**src/rtl/otp_pkg.sv**
```systemverilog
// otp_pkg: shared types and constants for the OTP access arbiter
//   state_t : sequencer states (IDLE, SETUP, STROBE, HOLD)
//   own_t   : transaction owner (boot loader or host)
//   AW_DEF/DW_DEF : default OTP address/data widths
//   TW, tload()   : timing counter width and its reload value for a T-cycle phase
package otp_pkg;

    localparam int AW_DEF = 6;
    localparam int DW_DEF = 8;
    localparam int TW     = 16;

    typedef enum logic [1:0] {
        ST_IDLE,
        ST_SETUP,
        ST_STROBE,
        ST_HOLD
    } state_t;

    typedef enum logic {
        OWN_BOOT,
        OWN_HOST
    } own_t;

    // A phase of T cycles starts at T-1 and ends on the cycle the count reads 0.
    function automatic logic [TW-1:0] tload(input int t);
        return TW'(t - 1);
    endfunction

endpackage

```
**src/rtl/otp_tmr.sv**
```systemverilog
// otp_tmr: loadable down-counter that parks at zero and flags it
//   clk   in  clock
//   rst_n in  asynchronous active-low reset (count clears to 0)
//   load  in  load val this cycle
//   val   in  TW  reload value
//   zero  out count is 0
module otp_tmr
    import otp_pkg::*;
(
    input  logic          clk,
    input  logic          rst_n,
    input  logic          load,
    input  logic [TW-1:0] val,
    output logic          zero
);

    logic [TW-1:0] cnt;

    always_ff @(posedge clk or negedge rst_n) begin
        if (!rst_n)
            cnt <= '0;
        else if (load)
            cnt <= val;
        else if (cnt != '0)
            cnt <= cnt - 1'b1;
    end

    assign zero = cnt == '0;

endmodule

```
**src/rtl/otp_arb.sv**
```systemverilog
// otp_arb: sequences OTP macro reads/programs and shares the macro between boot loader and host
//   CLK, RESET                       clock, asynchronous active-low reset
//   BOOT_REQ/ADDR -> BOOT_RDATA/DONE boot read port (strict priority)
//   HOST_REQ/WR/ADDR/WDATA -> HOST_RDATA/DONE/ERR  host read/program port
//   PROG_UNLOCK                      programming permitted when 1
//   BUSY                             high whenever the sequencer is not idle
//   OTP_CS/READ/PROG/ADDR/DATI, OTP_DATO  registered macro pins and read data
module otp_arb
    import otp_pkg::*;
#(
    parameter int AW      = AW_DEF,
    parameter int DW      = DW_DEF,
    parameter int T_SETUP = 2,
    parameter int T_RD    = 4,
    parameter int T_PG    = 1000,
    parameter int T_HOLD  = 2
) (
    input  logic          CLK,
    input  logic          RESET,
    input  logic          BOOT_REQ,
    input  logic [AW-1:0] BOOT_ADDR,
    output logic [DW-1:0] BOOT_RDATA,
    output logic          BOOT_DONE,
    input  logic          HOST_REQ,
    input  logic          HOST_WR,
    input  logic [AW-1:0] HOST_ADDR,
    input  logic [DW-1:0] HOST_WDATA,
    output logic [DW-1:0] HOST_RDATA,
    output logic          HOST_DONE,
    output logic          HOST_ERR,
    input  logic          PROG_UNLOCK,
    output logic          BUSY,
    output logic          OTP_CS,
    output logic          OTP_READ,
    output logic          OTP_PROG,
    output logic [AW-1:0] OTP_ADDR,
    output logic [DW-1:0] OTP_DATI,
    input  logic [DW-1:0] OTP_DATO
);

    state_t        state, state_nxt;
    own_t          own;
    logic          wr;
    logic [AW-1:0] addr;
    logic [DW-1:0] wdata;
    logic          gnt_boot, gnt_host, reject, grant, fin, cap;
    logic          ld, zero;
    logic [TW-1:0] ld_val;

    otp_tmr u_tmr (
        .clk   (CLK),
        .rst_n (RESET),
        .load  (ld),
        .val   (ld_val),
        .zero  (zero)
    );

    // A requester is masked during its own DONE cycle so a REQ held one
    // cycle too long cannot start a second transaction immediately.
    always_comb begin
        gnt_boot = BOOT_REQ && !BOOT_DONE;
        gnt_host = HOST_REQ && !HOST_DONE && !gnt_boot;
        reject   = state == ST_IDLE && gnt_host && HOST_WR && !PROG_UNLOCK;
        grant    = state == ST_IDLE && (gnt_boot || (gnt_host && !(HOST_WR && !PROG_UNLOCK)));
        fin      = state == ST_HOLD && zero;
        cap      = state == ST_STROBE && zero && !wr;
    end

    always_ff @(posedge CLK or negedge RESET) begin
        if (!RESET)
            state <= ST_IDLE;
        else
            state <= state_nxt;
    end

    always_comb begin
        state_nxt = state;
        ld        = 1'b0;
        ld_val    = '0;
        case (state)
            ST_IDLE: if (grant) begin
                state_nxt = ST_SETUP;
                ld        = 1'b1;
                ld_val    = tload(T_SETUP);
            end
            ST_SETUP: if (zero) begin
                state_nxt = ST_STROBE;
                ld        = 1'b1;
                ld_val    = wr ? tload(T_PG) : tload(T_RD);
            end
            ST_STROBE: if (zero) begin
                state_nxt = ST_HOLD;
                ld        = 1'b1;
                ld_val    = tload(T_HOLD);
            end
            default: if (zero) state_nxt = ST_IDLE;
        endcase
    end

    // Pins decode the next state so they change on the same edge as the state.
    always_ff @(posedge CLK or negedge RESET) begin
        if (!RESET) begin
            own        <= OWN_BOOT;
            wr         <= 1'b0;
            addr       <= '0;
            wdata      <= '0;
            OTP_CS     <= 1'b0;
            OTP_READ   <= 1'b0;
            OTP_PROG   <= 1'b0;
            BOOT_DONE  <= 1'b0;
            HOST_DONE  <= 1'b0;
            HOST_ERR   <= 1'b0;
            BOOT_RDATA <= '0;
            HOST_RDATA <= '0;
        end else begin
            OTP_CS    <= state_nxt != ST_IDLE;
            OTP_READ  <= state_nxt == ST_STROBE && !wr;
            OTP_PROG  <= state_nxt == ST_STROBE && wr;
            BOOT_DONE <= fin && own == OWN_BOOT;
            HOST_DONE <= (fin && own == OWN_HOST) || reject;
            HOST_ERR  <= reject;
            if (grant) begin
                own   <= gnt_boot ? OWN_BOOT : OWN_HOST;
                wr    <= gnt_boot ? 1'b0 : HOST_WR;
                addr  <= gnt_boot ? BOOT_ADDR : HOST_ADDR;
                wdata <= gnt_boot ? '0 : HOST_WDATA;
            end
            if (cap && own == OWN_BOOT)
                BOOT_RDATA <= OTP_DATO;
            if (cap && own == OWN_HOST)
                HOST_RDATA <= OTP_DATO;
        end
    end

    assign BUSY     = state != ST_IDLE;
    assign OTP_ADDR = addr;
    assign OTP_DATI = wdata;

endmodule

```
**config.mk**
```make
export PLATFORM = sky130hd
export DESIGN_NAME = otp_arb
export DESIGN_NICKNAME = d
export VERILOG_FILES = /design/src/rtl/otp_pkg.sv /design/src/rtl/otp_tmr.sv /design/src/rtl/otp_arb.sv
export SDC_FILE = /design/constraint.sdc
export NUM_CORES = 1
export LEC_CHECK = 0
export ABC_AREA = 1
export BUFFER_PORTS_ARGS = -buffer_cell sky130_fd_sc_hd__buf_2
export CAP_MARGIN = 25
export CELL_PAD_IN_SITES_DETAIL_PLACEMENT = 1
export CELL_PAD_IN_SITES_GLOBAL_PLACEMENT = 1
export CORE_UTILIZATION = 36
export DETAILED_ROUTE_END_ITERATION = 6
export GPL_ROUTABILITY_DRIVEN = 1
export PLACE_DENSITY_LB_ADDON = 0.25
export SLEW_MARGIN = 40
export SYNTH_ARGS = -nofsm -noshare
export SYNTH_HDL_FRONTEND = slang
export SYNTH_SLANG_ARGS = --single-unit
```
**constraint.sdc**
```tcl
create_clock -name CLK -period 1.41 [get_ports CLK]
set_input_delay 0.141 -clock CLK [delete_from_list [all_inputs] [get_ports CLK]]
set_output_delay 0.141 -clock CLK [all_outputs]
set_load 0.05 [all_outputs]
```
==> summary.txt <==
Logic synthesis
  • Syn Inst Count: 321
  • Syn Std Cell Area: 0.00290 mm²
  • Most used DFF post-synth: dfrtp_1
  • Seq/Total Area, Yosys: 0.483
  • EDFF count, synth: 0
  • Syn nets: around 360
  • Post-synthesis cell type count: 30
  • Seq cells post-synth: 56
  • Mean Syn Cell Area: 9.04 µm²
  • Fraction of registers with async set/reset: 1.00
  • Synth Warn #: 0

Setup path
  • Reg-to-reg slack, setup: -0.40 ns
  • Worst Path Required: 1.63 ns
  • CP arrival: 2.03 ns
  • Worst reg-to-reg path cell count: 10
  • CP startpoint kind: flip-flop
  • Crit-path max FO: 4
  • R2R Path End: u_tmr.cnt[0]
  • Worst Setup End Kind: flip-flop
  • Reg-to-Reg Start: u_tmr.cnt[3]
  • CP Class: reg2reg

Timing
  • Max Transition Viols Final: 0
  • Max transition margin: 0.730
  • Final Hold Fails: 0
  • Final period util: 1.28
  • Min Tclk post-route: between 1.5 and 2 ns
  • Max Freq: about 550 MHz
  • Final worst slack: -0.397 ns
  • RSZ-0062 raised after global routing: yes
  • Slew at the pin closest to its max-slew limit: between 0.4 and 0.5 ns
  • Skew final: 0.00682 ns
  • Setup Viol. Count Final: 40

Layout
  • Most frequent cells in the layout: 69 x buf_2, 59 x buf_4, 53 x dfrtp_1
  • Fillers: about 920
  • Antenna fix cells: 0
  • Area Growth Syn to Fin: 53.3%
  • Most common cell after layout, fill and taps aside: buf_2
  • Ratio of cells with drive above 1 in the final layout: 0.574
  • Post-route cell area: 0.00445 mm²
  • Fin nets: 511

Place
  • Gp weighted congestion: 0.761
  • Post-DP HPWL: ~5700 µm
  • DP Area: 0.00379 mm²
  • I/O Buffers: 70
  • Pre-CTS WS: -0.368 ns

Global routing
  • First-pass GRT wire length: 14400 µm
  • Largest net degree at the start of global routing: 57
  • Vias in the first global route: 2982
  • Grt total ovfl: 0
  • Initial antenna violation count: 0
  • GR Util All Layers: 0.217

Min path
  • Hold WC Path Type: in2reg
  • Worst hold path cell count: 2
  • Min-Delay Startpoint: PROG_UNLOCK
  • Worst Hold End: HOST_DONE

Status
  • Failing checks: setup timing
  • Run status: complete, but fails checks

Floorplan
  • Num ports: 71
  • Initial Utilization: 0.373
  • Die height: 91.8 µm
  • Die area: 0.00842 mm²
  • Core area: 0.00777 mm²
  • Die width: around 92 µm
  • Row count: 32

Routing
  • DRC violations left: 0
  • Vias post-DR: 2792
  • Via/cell ratio: 4.88
  • First DRT Iteration DRCs: 126
  • Antenna Nets Post-Route: 0
  • First drt pass iteration count: 4
  • Routed wire per std cell: 17.3 µm
  • Post-Route WL: slightly below 10000 µm

Pwr
  • LEAKAGE: 2.16 nW
  • Peak VDD IR: 0.525 mV
  • Total power: between 2 and 3 mW
  • PwrDens: 610 mW/mm²

CTS
  • Clock Latency Late Sink: 0.33 ns
  • CTS sink cnt: 56
  • TritonCTS Buffers: 5
  • CTS tree: built
  • CTS Buffer Depth: 2
  • Htree depth: 2
  • Root buf cell: clkbuf_8
  • Clk pin slew, worst setup/hold paths: 0.11 ns

Run
  • Max-Cap Viols: 0
## report_power, final
part	switching [mW]	total, mW	internal, mW
sequential	0	1.60	1.60
combinational	0.0917	0.157	0.0653
clock	0.590	0.949	0.358
total	0.682	2.71	2.03
## through the flow
stage           util  TNS [ns]  cells  hold WS, ns
2_1_floorplan      -     -1.06    321       -0.155
3_3_place_gp   0.488     -6.35    540        0.168
3_5_place_dp   0.488     -8.43    540        0.171
4_1_cts        0.541     -6.81    564       0.0240
5_1_grt        0.572    -13.84    572       0.0341
6_report       0.572    -11.16    572       0.0289
## state kept, by name, indices dropped and copies added, names as in the netlist, 2 cells and up
signal,flops
HOST_RDATA,8
u_tmr.cnt,16
state,2
BOOT_RDATA,8
OTP_DATI,8
OTP_ADDR,6
## layer usage
layer	part of all wire	routed length (µm)	track usage
met2	0.53	5240	0.396
met3	0.041	404	0.0357
met5	0	0	0
met1	0.40	3990	0.266
met4	0.024	235	0.0534
## worst max path at each step
stage / from / endpoint / cells after the start
5_1_grt: u_tmr.cnt[3] / u_tmr.cnt[0] / 10
3_5_place_dp: u_tmr.cnt[2] / u_tmr.cnt[13] / 7
3_3_place_gp: u_tmr.cnt[1] / OTP_READ / 12
4_1_cts: u_tmr.cnt[1] / OTP_READ / 12
6_report: u_tmr.cnt[3] / u_tmr.cnt[0] / 10
2_1_floorplan: state[0] / OTP_PROG / 9
## cell families (layout without fill, tap and decap cells)
kind of cell,after synthesis,after routing,synth area share
flops,56,56,0.483
simple gates,157,160,0.270
buf+inv,40,186,0.0625
compound gates,48,48,0.113
xor+xnor,12,12,0.0362
fa+ha+maj,8,8,0.0345
## critical path, stage by stage (launching register included)
cell and delay [ns]:
dfrtp_1 0.45, nor2_4 0.20, buf_6 0.13, nand2_4 0.04
nor2_4 0.09, nand2_4 0.10, o21ai_4 0.23, buf_6 0.16
nand3_4 0.10, nor2_2 0.15, a21oi_2 0.06
## cell usage after synthesis, types with 2 or more instances
cell,n,area share
a21oi_1,10,0.017
a21oi_2,2,0.0060
a31oi_1,7,0.015
buf_6,4,0.016
clkbuf_1,2,0.0026
dfrtp_1,56,0.48
ha_1,8,0.035
inv_1,29,0.038
inv_2,4,0.0052
nand2_1,75,0.097
nand2_2,6,0.013
nand2_4,3,0.012
nand3_1,19,0.033
nand3_4,2,0.012
nand4_1,2,0.0043
nor2_1,32,0.041
nor2_2,4,0.0086
nor2_4,6,0.023
nor3_1,4,0.0069
o21ai_0,11,0.019
o21ai_2,16,0.048
xnor2_1,2,0.0060
xor2_1,10,0.030
## cell type report
| class | instances | area [µm²] | area share |
|---|---|---|---|
| clock inverters | 3 | 22.5 | 0.00507 |
| flip-flops and latches | 56 | 1410 | 0.316 |
| inverters | 33 | 153 | 0.0343 |
| well taps | 102 | 128 | 0.0287 |
| repair buffers | 145 | 1000 | 0.225 |
| clock buffers | 5 | 68.8 | 0.0155 |
| multi-input cells | 228 | 1670 | 0.375 |
## what timing repair did
action / 4_1_cts / 5_1_grt
setup buffers: 12 / 9
endpoints found under the setup margin: 48 / 54
pin swaps: 15 / 33
gates cloned: 2 / 1
gates resized for setup: 54 / 51
hold buffers: 2 / 0
hold endpoints to repair: 57 / 0
(Power assumes the default switching activity.)
